[src/rtl/aer_pkg.sv]
// Shared types and helpers for the AER event transmitter.
package aer_pkg;

   typedef enum logic [3:0] {
      ST_IDLE,
      ST_ARM,
      ST_PRIME,
      ST_SETTLE,
      ST_CHECK,
      ST_REQ_HI,
      ST_REQ_LO,
      ST_DUMP,
      ST_DONE
   } aer_tx_state_e;

   localparam int unsigned ONEHOT_MAX_W = 64;

   // True when exactly one bit is set; callers zero-extend narrower vectors.
   function automatic logic onehot_is_valid(input logic [ONEHOT_MAX_W-1:0] v);
      return (v != '0) && ((v & (v - ONEHOT_MAX_W'(1))) == '0);
   endfunction

endpackage

[src/rtl/aer_event_tx_onehot_to_bin.sv]
// Combinational one-hot to binary index encoder with validity flags.
import aer_pkg::*;

module onehot_to_bin #(
   parameter int unsigned N_CH = 16,
   localparam int unsigned AW = $clog2(N_CH)
) (
   input  logic [N_CH-1:0] onehot_i,
   output logic [AW-1:0]   bin_o,
   output logic            valid_o,
   output logic            none_o
);

   always_comb begin
      bin_o = '0;
      for (int unsigned i = 0; i < N_CH; i++) begin
         if (onehot_i[i]) bin_o = bin_o | AW'(i);
      end
   end

   assign valid_o = onehot_is_valid(ONEHOT_MAX_W'(onehot_i));
   assign none_o  = (onehot_i == '0);

endmodule

[src/rtl/aer_event_tx.sv]
// Drains the channel priority scanner one event at a time over a 4-phase AER link.
import aer_pkg::*;

module aer_event_tx #(
   parameter int unsigned N_CH       = 16,
   parameter int unsigned ARM_CYCLES = 1,
   parameter bit          PRIME_DUMP = 1'b1,
   parameter int unsigned TIMEOUT    = 255,
   localparam int unsigned AW = $clog2(N_CH)
) (
   input  logic            clk_i,
   input  logic            resetn_i,
   input  logic            frame_start_i,
   input  logic [N_CH-1:0] ch_sel_i,
   input  logic            zero_i,
   output logic            arm_o,
   output logic            dump_o,
   output logic            aer_req_o,
   output logic [AW-1:0]   aer_addr_o,
   input  logic            aer_ack_i,
   output logic            busy_o,
   output logic            frame_done_o,
   output logic [AW:0]     event_cnt_o,
   output logic            err_onehot_o,
   output logic            err_timeout_o
);

   localparam int unsigned CNT_MAX = (ARM_CYCLES > TIMEOUT) ? ARM_CYCLES : TIMEOUT;
   localparam int unsigned CW      = $clog2(CNT_MAX + 1);
   localparam int unsigned EVW     = AW + 1;
   localparam logic [CW-1:0]  ARM_LAST = CW'(ARM_CYCLES - 1);
   localparam logic [CW-1:0]  TO_LAST  = CW'(TIMEOUT - 1);
   localparam logic [EVW-1:0] EV_MAX   = EVW'(N_CH);

   aer_tx_state_e  state_q, state_d;
   logic           ack_s1_q, ack_s2_q;
   logic [CW-1:0]  cnt_q, cnt_d;
   logic [AW-1:0]  addr_q, addr_d;
   logic [EVW-1:0] evcnt_q, evcnt_d;
   logic           err_oh_q, err_oh_d;
   logic           err_to_q, err_to_d;
   logic           req_q, req_d;

   logic [AW-1:0]  sel_bin;
   logic           sel_valid, sel_none;
   logic           ack_sync, sel_empty, frame_go;

   onehot_to_bin #(.N_CH(N_CH)) u_onehot_to_bin (
      .onehot_i (ch_sel_i),
      .bin_o    (sel_bin),
      .valid_o  (sel_valid),
      .none_o   (sel_none)
   );

   assign ack_sync  = ack_s2_q;
   assign sel_empty = zero_i | sel_none;
   assign frame_go  = (state_q == ST_IDLE) && frame_start_i;

   always_ff @(posedge clk_i or negedge resetn_i) begin
      if (!resetn_i) state_q <= ST_IDLE;
      else           state_q <= state_d;
   end

   always_comb begin
      state_d = state_q;
      unique case (state_q)
         ST_IDLE:   if (frame_start_i) state_d = ST_ARM;
         ST_ARM:    if (cnt_q == ARM_LAST) state_d = PRIME_DUMP ? ST_PRIME : ST_SETTLE;
         ST_PRIME:  state_d = ST_SETTLE;
         ST_SETTLE: state_d = ST_CHECK;
         ST_CHECK: begin
            if (sel_empty || !sel_valid) state_d = ST_DONE;
            else if (!ack_sync)          state_d = ST_REQ_HI;
         end
         ST_REQ_HI: begin
            if (ack_sync)              state_d = ST_REQ_LO;
            else if (cnt_q == TO_LAST) state_d = ST_DONE;
         end
         ST_REQ_LO: begin
            if (!ack_sync)             state_d = ST_DUMP;
            else if (cnt_q == TO_LAST) state_d = ST_DONE;
         end
         ST_DUMP:   state_d = ST_SETTLE;
         ST_DONE:   state_d = ST_IDLE;
         default:   state_d = ST_IDLE;
      endcase
   end

   // Request is registered from the next state so the off-chip line never glitches.
   always_comb begin
      arm_o        = (state_q == ST_ARM);
      dump_o       = (state_q == ST_PRIME) || (state_q == ST_DUMP);
      busy_o       = (state_q != ST_IDLE);
      frame_done_o = (state_q == ST_DONE);
      req_d        = (state_d == ST_REQ_HI);
      cnt_d        = (state_d != state_q) ? '0 :
                     (cnt_q == '1) ? cnt_q : cnt_q + CW'(1);
      addr_d       = ((state_q == ST_CHECK) && (state_d == ST_REQ_HI)) ? sel_bin : addr_q;
      evcnt_d      = evcnt_q;
      err_oh_d     = err_oh_q;
      err_to_d     = err_to_q;
      if (frame_go) begin
         evcnt_d  = '0;
         err_oh_d = 1'b0;
         err_to_d = 1'b0;
      end
      if ((state_q == ST_DUMP) && (evcnt_q != EV_MAX)) evcnt_d = evcnt_q + EVW'(1);
      if ((state_q == ST_CHECK) && !sel_empty && !sel_valid) err_oh_d = 1'b1;
      if (((state_q == ST_REQ_HI) || (state_q == ST_REQ_LO)) && (state_d == ST_DONE))
         err_to_d = 1'b1;
   end

   always_ff @(posedge clk_i or negedge resetn_i) begin
      if (!resetn_i) begin
         ack_s1_q <= 1'b0;
         ack_s2_q <= 1'b0;
         cnt_q    <= '0;
         addr_q   <= '0;
         evcnt_q  <= '0;
         err_oh_q <= 1'b0;
         err_to_q <= 1'b0;
         req_q    <= 1'b0;
      end else begin
         ack_s1_q <= aer_ack_i;
         ack_s2_q <= ack_s1_q;
         cnt_q    <= cnt_d;
         addr_q   <= addr_d;
         evcnt_q  <= evcnt_d;
         err_oh_q <= err_oh_d;
         err_to_q <= err_to_d;
         req_q    <= req_d;
      end
   end

   assign aer_req_o     = req_q;
   assign aer_addr_o    = addr_q;
   assign event_cnt_o   = evcnt_q;
   assign err_onehot_o  = err_oh_q;
   assign err_timeout_o = err_to_q;

endmodule
[config.mk]
export PLATFORM = sky130hd
export DESIGN_NAME = aer_event_tx
export DESIGN_NICKNAME = d
export VERILOG_FILES = /design/src/rtl/aer_pkg.sv /design/src/rtl/aer_event_tx_onehot_to_bin.sv /design/src/rtl/aer_event_tx.sv
export SDC_FILE = /design/constraint.sdc
export NUM_CORES = 1
export LEC_CHECK = 0
export CORE_MARGIN = 10
export CORE_UTILIZATION = 52
export DETAILED_ROUTE_END_ITERATION = 6
export PLACE_DENSITY = 0.8
export SLEW_MARGIN = 25
export SYNTH_ARGS = -nofsm -noshare
export SYNTH_HDL_FRONTEND = slang
export SYNTH_HIERARCHICAL = 1
export SYNTH_SLANG_ARGS = --single-unit
export TNS_END_PERCENT = 5
[constraint.sdc]
create_clock -name clk_i -period 2.4 [get_ports clk_i]
set_input_delay 0.24 -clock clk_i [delete_from_list [all_inputs] [get_ports clk_i]]
set_output_delay 0.24 -clock clk_i [all_outputs]
set_load 0.005 [all_outputs]
* Word level (Yosys, flattened, before mapping) *
Cells that the tools add are included.

word-level totals
  logic and storage cells = 81
  bits in registers = 26

operators by class
  equal/unequal tests = 15
  bitwise logic cells = 2
  reductions and logical operators = 22
  $add $sub $neg = 3
  multiplexer cells = 30

operator list
  operator                                                              number
  16-bit by 64-bit AND with 64-bit output                               1
  64-bit logical NOT                                                    1
  4-bit 2-to-1 mux                                                      15
  4-bit one-hot mux with 7 select lines                                 1
  4-bit by 3-bit == test with 1-bit output, second input constant       5
  16-bit by 1-bit subtractor with 17-bit output, second input constant  1
  8-bit == test, second input constant                                  2
  16-bit logical NOT                                                    1
  8-bit 2-to-1 mux                                                      2
  16-bit nonzero test                                                   1
  3-bit 2-to-1 mux                                                      4
  5-bit 2-to-1 mux                                                      2
  8-bit by 1-bit adder with 8-bit output, second input constant         1
  4-bit by 2-bit == test with 1-bit output, second input constant       2
  4-bit == test, second input constant                                  2
  8-bit logical NOT                                                     1
  1-bit logical AND                                                     7
  2-bit nonzero test                                                    3
  5-bit by 1-bit adder with 5-bit output, second input constant         1
  5-bit inequality test, second input constant                          1
  4-bit by 1-bit == test with 1-bit output, second input constant       1
  4-bit logical NOT                                                     1
  1-bit 2-to-1 mux                                                      4
  2-bit 2-to-1 mux                                                      2
  7 further kinds                                                       10

* Longest topological paths before layout *
Gate-level depths: netlist of the first run.

  depth after elaboration = 15
  mapped depth = 12
  mapped depth without buffers = 10

* Modules after synthesis *
Netlist of the first run, hierarchy kept.

modules (own cells, without submodules)
  module         instances  cells each  area an instance (µm²)  seq. area each (µm²)
  aer_event_tx   1          152         1594.0                  650.6
  onehot_to_bin  1          38          265.3                   0.0

* Worst setup path before layout of the first run *
No wires, ideal clock.

  path type = in2reg
  start = input ch_sel_i[7]
  end = register cnt_q[0]
  path buffers = 2
  data required time = 2.320 ns
  stages on the path = 12
  path slack = -0.592 ns
  arrival time = 2.912 ns
  cell sequence = or4_1 -> buf_2 -> o41ai_1 -> o311ai_1 -> nor4b_2 -> nor3b_2 -> a21o_1 -> a31oi_1 -> o41ai_2 -> or4b_1 -> buf_6 -> nor3_2

on the way
  longest elaborated chain between the ends = 10
  elaborated cells on any way between the ends = 14
  classes of those cells = add/sub: 1; eq/ne: 2; mux: 3; bitwise: 2; reduce/logical: 6

RTL lines
  element                                                                     RTL line             source
  from (decl)                                                                 aer_event_tx.sv:14   input logic [N_CH-1:0] ch_sel_i,
  16-bit by 1-bit subtractor with 17-bit output                               aer_pkg.sv:20        return (v != '0) && ((v & (v - ONEHOT_MAX_W'(1))) == '0);
  16-bit by 64-bit AND with 64-bit output                                     aer_pkg.sv:20
  64-bit logical NOT                                                          aer_pkg.sv:20
  1-bit logical AND *                                                         aer_pkg.sv:20
  via sel_valid                                                               aer_event_tx.sv:45   logic sel_valid, sel_none;
  1-bit logical NOT *                                                         aer_event_tx.sv:72   if (sel_empty || !sel_valid) state_d = ST_DONE;
  1-bit logical OR *                                                          aer_event_tx.sv:72
  4-bit 2-to-1 mux *                                                          aer_event_tx.sv:72
  4-bit one-hot mux with 7 select lines *                                     aer_event_tx.sv:66   unique case (state_q)
  4-bit inequality test *                                                     aer_event_tx.sv:96   cnt_d = (state_d != state_q) ? '0 :
  2-bit inequality test (no source line) or 8-bit 2-to-1 mux (tied branches)  -
  to (signal assigned)                                                        aer_event_tx.sv:126  cnt_q <= cnt_d;
  to (decl)                                                                   aer_event_tx.sv:37   logic [CW-1:0] cnt_q, cnt_d;

Mark *: on every way through the listed nets, which the timed path passes. The rest lies on a longest branch.
A chain may end at the register's enable or synchronous reset.

* Final worst setup path of the first run *
  start = input ch_sel_i[4]
  end = register cnt_q[6]

Same word-level chain as after synthesis.

==> metrics.yaml, run 1 <==
layout:
  finalNonFillerCells: 298
  fillers: 211
  ff_latch_area_um2: 652
  drive_gt1_frac: 0.349
  nNetsFinal: 280
  multi_input_area_um2: 1250
  final_area_um2: 2640
  diodes: 0
  area_growth_pct: 41.7
floorplan:
  io_pins: 37
  num_rows: 21
  coreArea_um2: 3390
  initial_utilization: 0.549
  die_w_um: 79.8
  die_area_um2: 6370
  die_y_um: 79.8
power:
  p_sw_w: 0.000811
  switching_share: 0.427
  p_int_w: 0.00109
  power_density_nw_per_um2: 721
  worst_ir_drop_vdd_v: 0.000503
  p_seq_frac: 0.338
  p_leak_nw: 1.08
  combinationalPowerShare: 0.567
  clockPowerShare: 0.095
yosys:
  yosys_warnings: 6
  yosysSeqAreaShare: 0.350
  syn-num-nets: 216
  syn_inst: 190
  synth_top_cell_by_area: "dfrtp_1"
  synthTopCellsByCount: "dfrtp_1, nand2_1, o21ai_0"
  synth.avg_cell_area_um2: 9.79
  syn_area_um2: 1860
  synthMostInstantiatedCell: "dfrtp_1"
  synth-edff-count: 0
  async_flop_share: 1.00
  ys_ff_latch: 26
  synth_area_leaders: "dfrtp_1, nor3_2, ha_1, buf_6, mux2_2"
  synth_top_area_share: 0.350
  synth-main-ff-cell: "dfrtp_1"
  synth_cell_type_count: 66
clock_tree:
  htreeDepth: 1
  cts_tree: "yes"
  cts-root-buf: "clkbuf_4"
  cts.sinks: 26
  hold_buffers: 0
  clkTransAtPathRegs_ns: 0.13
  insertion_delay_ns: 0.32
  cts.path.max_buffers: 2
  cts_buffers: 3
sta:
  min_period_ns: 2.99
  finalSetupViolations: 14
  post-route-period-util: 1.25
  fmax_mhz: 335
  final.setup_skew_ns: 0.00343
  final_max_slew_viol_count: 0
  worst_pin_slew_ns: 0.551
  finalHoldViolations: 0
  setup_ws_ns: -0.590
  relSlewSlack: 0.633
  rsz0062_at_grt: "yes"
setup_path:
  critPathArrivalTime_ns: 3.25
  cp_max_fo: 8
  rr_worst_depth: 9
  r2r_slack_ns: 0.26
  critPathMaxStageDelay_ns: 0.62
  crit_chain: "dlygate4sd2_1 > or4_4 > a2111oi_4 > nor2_2 > nor4b_4 > nor3b_4 > a21o_1 > a31oi_1 > o41ai_2 > or4b_4 > buf_8 > nor3_4"
  cp_num_buf_inv: 2
  r2r-end: "cnt_q[5]"
  crit_family: "simple AND/OR/NAND/NOR gates"
  cp-start-kind: "input port"
  critPathCaptureType: "flip-flop"
  path_class: "in2reg"
  crit_path_top_delay_cell: "or4_4"
  reg2reg_from: "cnt_q[0]"
  required_ns: 2.66
place:
  place.gp.congestion: 0.934
  dp_hpwl_mm: 3.94
  numPortBuffers: 36
  dpl.cell_count: 289
  place_area_um2: 2430
flow_run:
  drv_cap: 0
routing:
  via_per_inst: 6.23
  num_vias: 1858
  dr.first_iter.drc_count: 127
  dr.pass1.iters: 4
  detail-route-antenna-nets: 0
  drc: 0
  wl_per_cell_um: 19.0
  routed_wl_mm: 5.67
grt:
  grt_pass1_wl_mm: 9.31
  antenna_found_initial: 0
  grt_pass1_vias: 1941
  grtUsageTotal: 0.179
  overflow: 0
  grt_start_max_net_pins: 27
hold_path:
  worstHoldPathType: "in2async"
run_status:
  status: "complete, but fails checks"
  violations: "negative setup slack"
==> routing by layer <==
layer | GRT usage | vias to the layer above | share of wire
met5 | 0 | - | 0
li1 | - | 851 | -
met2 | 0.324 | 69 | 0.52
met3 | 0.0349 | 17 | 0.064
met1 | 0.204 | 921 | 0.39
met4 | 0.0599 | 0 | 0.026
==> power groups by stage <==
stage / registers (W) / logic (W) / clock network [W]
finish: 0.000642 / 0.00108 / 0.000180
global route: 0.000650 / 0.00117 / 0.000207
CTS: 0.000630 / 0.00105 / 0.000186
detailed placement: 0.000636 / 0.000971 / 0
global placement: 0.000633 / 0.000937 / 0
floorplan: 0.000559 / 0.000695 / 0
==> cell usage in the layout, fill, tap and decap left out, types with 6 or more instances in the layout <==
cell	synthesis	layout
buf_4	1	28
clkdlybuf4s50_1	0	21
dfrtp_1	26	25
dlygate4sd2_1	0	9
inv_1	9	9
nand2_1	13	13
nand3_1	9	9
nor2_1	7	6
nor3_1	6	6
nor3_2	8	6
o21ai_0	11	11
==> metrics by stage <==
step / setup WS (ns) / util / TNS, ns / total power [W] / hold WS, ns
floorplan: -0.546 / - / -5.28 / 0.00125 / -0.0556
global placement: -1.02 / 0.718 / -13.33 / 0.00157 / 0.337
detailed placement: -1.15 / 0.718 / -14.83 / 0.00161 / 0.343
CTS: -0.555 / 0.769 / -5.09 / 0.00186 / 0.278
global route: -0.716 / 0.777 / -7.52 / 0.00203 / 0.304
finish: -0.590 / 0.777 / -5.63 / 0.00190 / 0.281
==> how the worst max path moves through the flow <==
stage / slack [ns] / from / cells past startpoint / endpoint
6_report: -0.59 / ch_sel_i[4] / 12 / cnt_q[6]
3_3_place_gp: -1.02 / ch_sel_i[11] / 12 / cnt_q[3]
5_1_grt: -0.72 / ch_sel_i[4] / 12 / cnt_q[7]
4_1_cts: -0.56 / ch_sel_i[2] / 13 / cnt_q[6]
3_5_place_dp: -1.15 / ch_sel_i[11] / 12 / cnt_q[3]
2_1_floorplan: -0.55 / ch_sel_i[7] / 12 / cnt_q[0]
==> logic make-up (layout without fill, tap and decap cells) <==
group / Yosys count / count (layout) / synth area share
XOR/XNOR: 7 / 7 / 0.0431
AO/OA/AOI/OAI: 42 / 42 / 0.170
AND/OR/NAND/NOR: 83 / 83 / 0.299
flip-flops: 26 / 26 / 0.350
multiplexers: 6 / 6 / 0.0357
buffers and inverters: 20 / 82 / 0.0639
adder cells (fa/ha/maj): 6 / 6 / 0.0390
==> area by class of cell <==
type,instances,area share
Clock buffer,3,0.00855
Inverter,11,0.0166
Multi-Input combinational cell,144,0.475
Sequential cell,26,0.247
Tap cell,46,0.0218
Timing Repair Buffer,68,0.231
==> state kept, by name, indices dropped and copies added, names as in the netlist <==
signal,flops
event_cnt_o,5
err_timeout_o,1
cnt_q,8
state_q,4
err_onehot_o,1
ack_s2_q,1
aer_req_o,1
ack_s1_q,1
aer_addr_o,4
==> repair_timing <==
item,4_1_cts,5_1_grt
setup buffers,6,0
gates resized for setup,51,5
endpoints found under the hold margin,0,0
pin swaps,18,2
setup endpoints to repair,16,17
(Power assumes the default switching activity.)
==> run 2: changes to the inputs <==
--- a/config.mk
+++ b/config.mk
@@ -5,6 +5,7 @@
 export SDC_FILE = /design/constraint.sdc
 export NUM_CORES = 1
 export LEC_CHECK = 0
+export ABC_AREA = 1
 export CORE_MARGIN = 10
 export CORE_UTILIZATION = 52
 export DETAILED_ROUTE_END_ITERATION = 6
==> metrics.yaml, run 2 <==
yosys:
  async_flop_share: 1.00  # unchanged
  synthTopCellsByCount: "nand2_1, nor2_1, inv_1"
  synth_top_area_share: 0.345  # -0.00511
  synth-edff-count: 0  # unchanged
  yosys_warnings: 6  # unchanged
  synthMostInstantiatedCell: "nand2_1"
  synth_area_leaders: "dfrtp_1, nand2_1, nor2_1, nor2_2, inv_1"
  synth_top_cell_by_area: "dfrtp_1"
  synth-main-ff-cell: "dfrtp_1"
  synth_cell_type_count: 28  # -58%
  syn-num-nets: 297  # +38%
  yosysSeqAreaShare: 0.345  # -0.00511
  syn_area_um2: 1890  # +1.5%
  syn_inst: 271  # +43%
  ys_ff_latch: 26  # unchanged
  synth.avg_cell_area_um2: 6.96  # -29%
floorplan:
  io_pins: 37  # unchanged
  coreArea_um2: 3420  # +0.78%
  initial_utilization: 0.552  # +0.00384
  die_area_um2: 6440  # +1.1%
  die_y_um: 80.2  # +0.55%
  num_rows: 21  # unchanged
  die_w_um: 80.2  # +0.55%
grt:
  antenna_found_initial: 0  # unchanged
  overflow: 0  # unchanged
  grt_start_max_net_pins: 27  # unchanged
  grt_pass1_wl_mm: 7.79  # -16%
  grtUsageTotal: 0.147  # -0.0320
  grt_pass1_vias: 1703  # -12%
clock_tree:
  clkTransAtPathRegs_ns: 0.15  # +0.02 ns
  insertion_delay_ns: 0.32  # about the same
  cts-root-buf: "clkbuf_4"
  cts_resized: 0  # -100%
  htreeDepth: 1  # unchanged
  hold_buffers: 0  # unchanged
  cts.path.max_buffers: 2  # unchanged
  cts.sinks: 26  # unchanged
  cts_tree: "yes"
  cts_setup_buffers: 0  # -6
  cts_buffers: 3  # unchanged
layout:
  regMostFlops: "cnt_q"
  layout_common_cells: "nand2_1, clkdlybuf4s50_1, nor2_1"
  fillers: 304  # +44%
  ff_latch_area_um2: 651  # -0.19%
  multi_input_area_um2: 1120  # -11%
  finalNonFillerCells: 368  # +23%
  area_growth_pct: 30.0
  drive_gt1_frac: 0.202  # -0.147
  diodes: 0  # unchanged
  layout_commonest_cell: "nand2_1"
  largest_reg_flops: 8  # unchanged
  nNetsFinal: 349  # +25%
sta:
  min_period_ns: 2.23  # -0.756 ns
  final_max_slew_viol_count: 0  # unchanged
  finalHoldViolations: 0  # unchanged
  final.setup_skew_ns: 0.0136  # +0.0102 ns
  relSlewSlack: 0.760  # +0.128
  post-route-period-util: 0.931  # -0.315
  finalSetupViolations: 0  # -14
  worst_pin_slew_ns: 0.357  # -0.194 ns
  fmax_mhz: 448  # +34%
place:
  numPortBuffers: 36  # unchanged
  dp_hpwl_mm: 3.75  # -4.8%
  place.gp.congestion: 1.02  # +9.2%
  dpl.cell_count: 364  # +26%
hold_path:
  worstHoldPathType: "in2async"
setup_path:
  critPathMaxStageDelay_ns: 0.47  # -0.15 ns
  crit_chain: "clkdlybuf4s50_1 > nor2_2 > nand2_1 > nor2_1 > nand2_1 > nand2_2 > nand2_1 > nor2_1 > nand2_1 > nor2_2 > nand2_1 > o22a_1 > nand3_1 > nand2_1 > nor2_4 > nand2_4 > nor2_2"
  critPathArrivalTime_ns: 2.50  # -0.75 ns
  required_ns: 2.67  # about the same
  critPathCaptureType: "flip-flop"
  path_class: "in2reg"
  crit_top_cell: "nand2_1"
  crit_path_top_delay_cell: "clkdlybuf4s50_1"
  cp-start-kind: "input port"
  cp_max_fo: 8  # unchanged
routing:
  num_vias: 1864  # +0.32%
  wl_per_cell_um: 12.6  # -34%
  routed_wl_mm: 4.63  # -18%
  detail-route-antenna-nets: 0  # unchanged
  via_per_inst: 5.07  # -19%
  drc: 0  # unchanged
  dr.pass1.iters: 4  # unchanged
  dr.first_iter.drc_count: 109  # -14%
power:
  power_w: 0.00179  # -5.7%
  p_leak_nw: 1.15  # +6.4%
  power_density_nw_per_um2: 731  # +1.4%
  worst_ir_drop_vdd_v: 0.000429  # -15%
run_status:
  status: "completed"
flow_run:
  drv_cap: 0  # unchanged
[run 2: cell types whose count changed in the layout (fill, tap and decap cells not counted), sizes merged, moves of 9 or more]
cell / change
inv: +21
nand2: +77
dlygate4sd2: -9
buf: -23
clkdlybuf4s50: +14
nor2: +53
nor3: -11
[run 2: final cells by class]
cell class,count,area share
Tap cell,46,0.0235
Clock inverter,1,0.0122
Inverter,32,0.0490
Sequential cell,26,0.265
Multi-Input combinational cell,212,0.456
Clock buffer,3,0.00918
Timing Repair Buffer,48,0.185
[run 2: path summary, 6_finish.rpt]
kind	start	endpoint	slack, ns	cells after the start
max in group asynchronous	resetn_i	aer_addr_o[0]	1.86	2
max reg2reg	cnt_q[0]	cnt_q[0]	0.64	14
min	resetn_i	ack_s2_q	0.28	2
min in group clk_i	aer_ack_i	ack_s1_q	0.33	1
max	ch_sel_i[9]	cnt_q[0]	0.17	17
min reg2reg	ack_s1_q	ack_s2_q	0.38	0
[run 2: kinds of logic (layout without fill, tap and decap cells)]
kind of cell / Yosys count / in the layout / synth area share
compound gates: 20 / 20 / 0.0590
xor+xnor: 4 / 4 / 0.0186
fa+ha+maj: 5 / 5 / 0.0332
buf+inv: 33 / 84 / 0.0676
flops: 26 / 26 / 0.345
simple gates: 183 / 183 / 0.477
[run 2: power by group]
group          total (W)  switching, W  internal (W)
Clock           0.000299      0.000130      0.000169
Combinational   0.000913      0.000543      0.000370
Sequential      0.000580     0.0000868      0.000493
Total            0.00179      0.000760       0.00103
[run 2: worst max-delay path, delay by kind of cell]
kind / cells / cell delay (ns)
AO/OA/AOI/OAI: 1 / 0.22
AND/OR/NAND/NOR: 15 / 1.58
buffers and inverters: 1 / 0.47
[run 2: routing by layer]
metal,vias to the layer above,global-route usage,wire length [µm]
met3,4,0.0367,350
met1,845,0.196,2090
met5,-,0,0
met2,53,0.235,2150
met4,0,0.0264,37
li1,962,-,-
[run 2: metrics by stage]
step | util | worst slack (ns) | hold slack (ns) | instance area (µm²) | TNS (ns)
6_report | 0.718 | 0.166 | 0.278 | 2450 | 0
3_5_place_dp | 0.699 | -0.121 | 0.354 | 2390 | -0.950
2_1_floorplan | - | 0.576 | -0.0556 | 1890 | 0
4_1_cts | 0.714 | 0.172 | 0.284 | 2440 | 0
5_1_grt | 0.718 | -0.0237 | 0.291 | 2450 | -0.0501
3_3_place_gp | 0.699 | -0.0408 | 0.338 | 2390 | -0.310
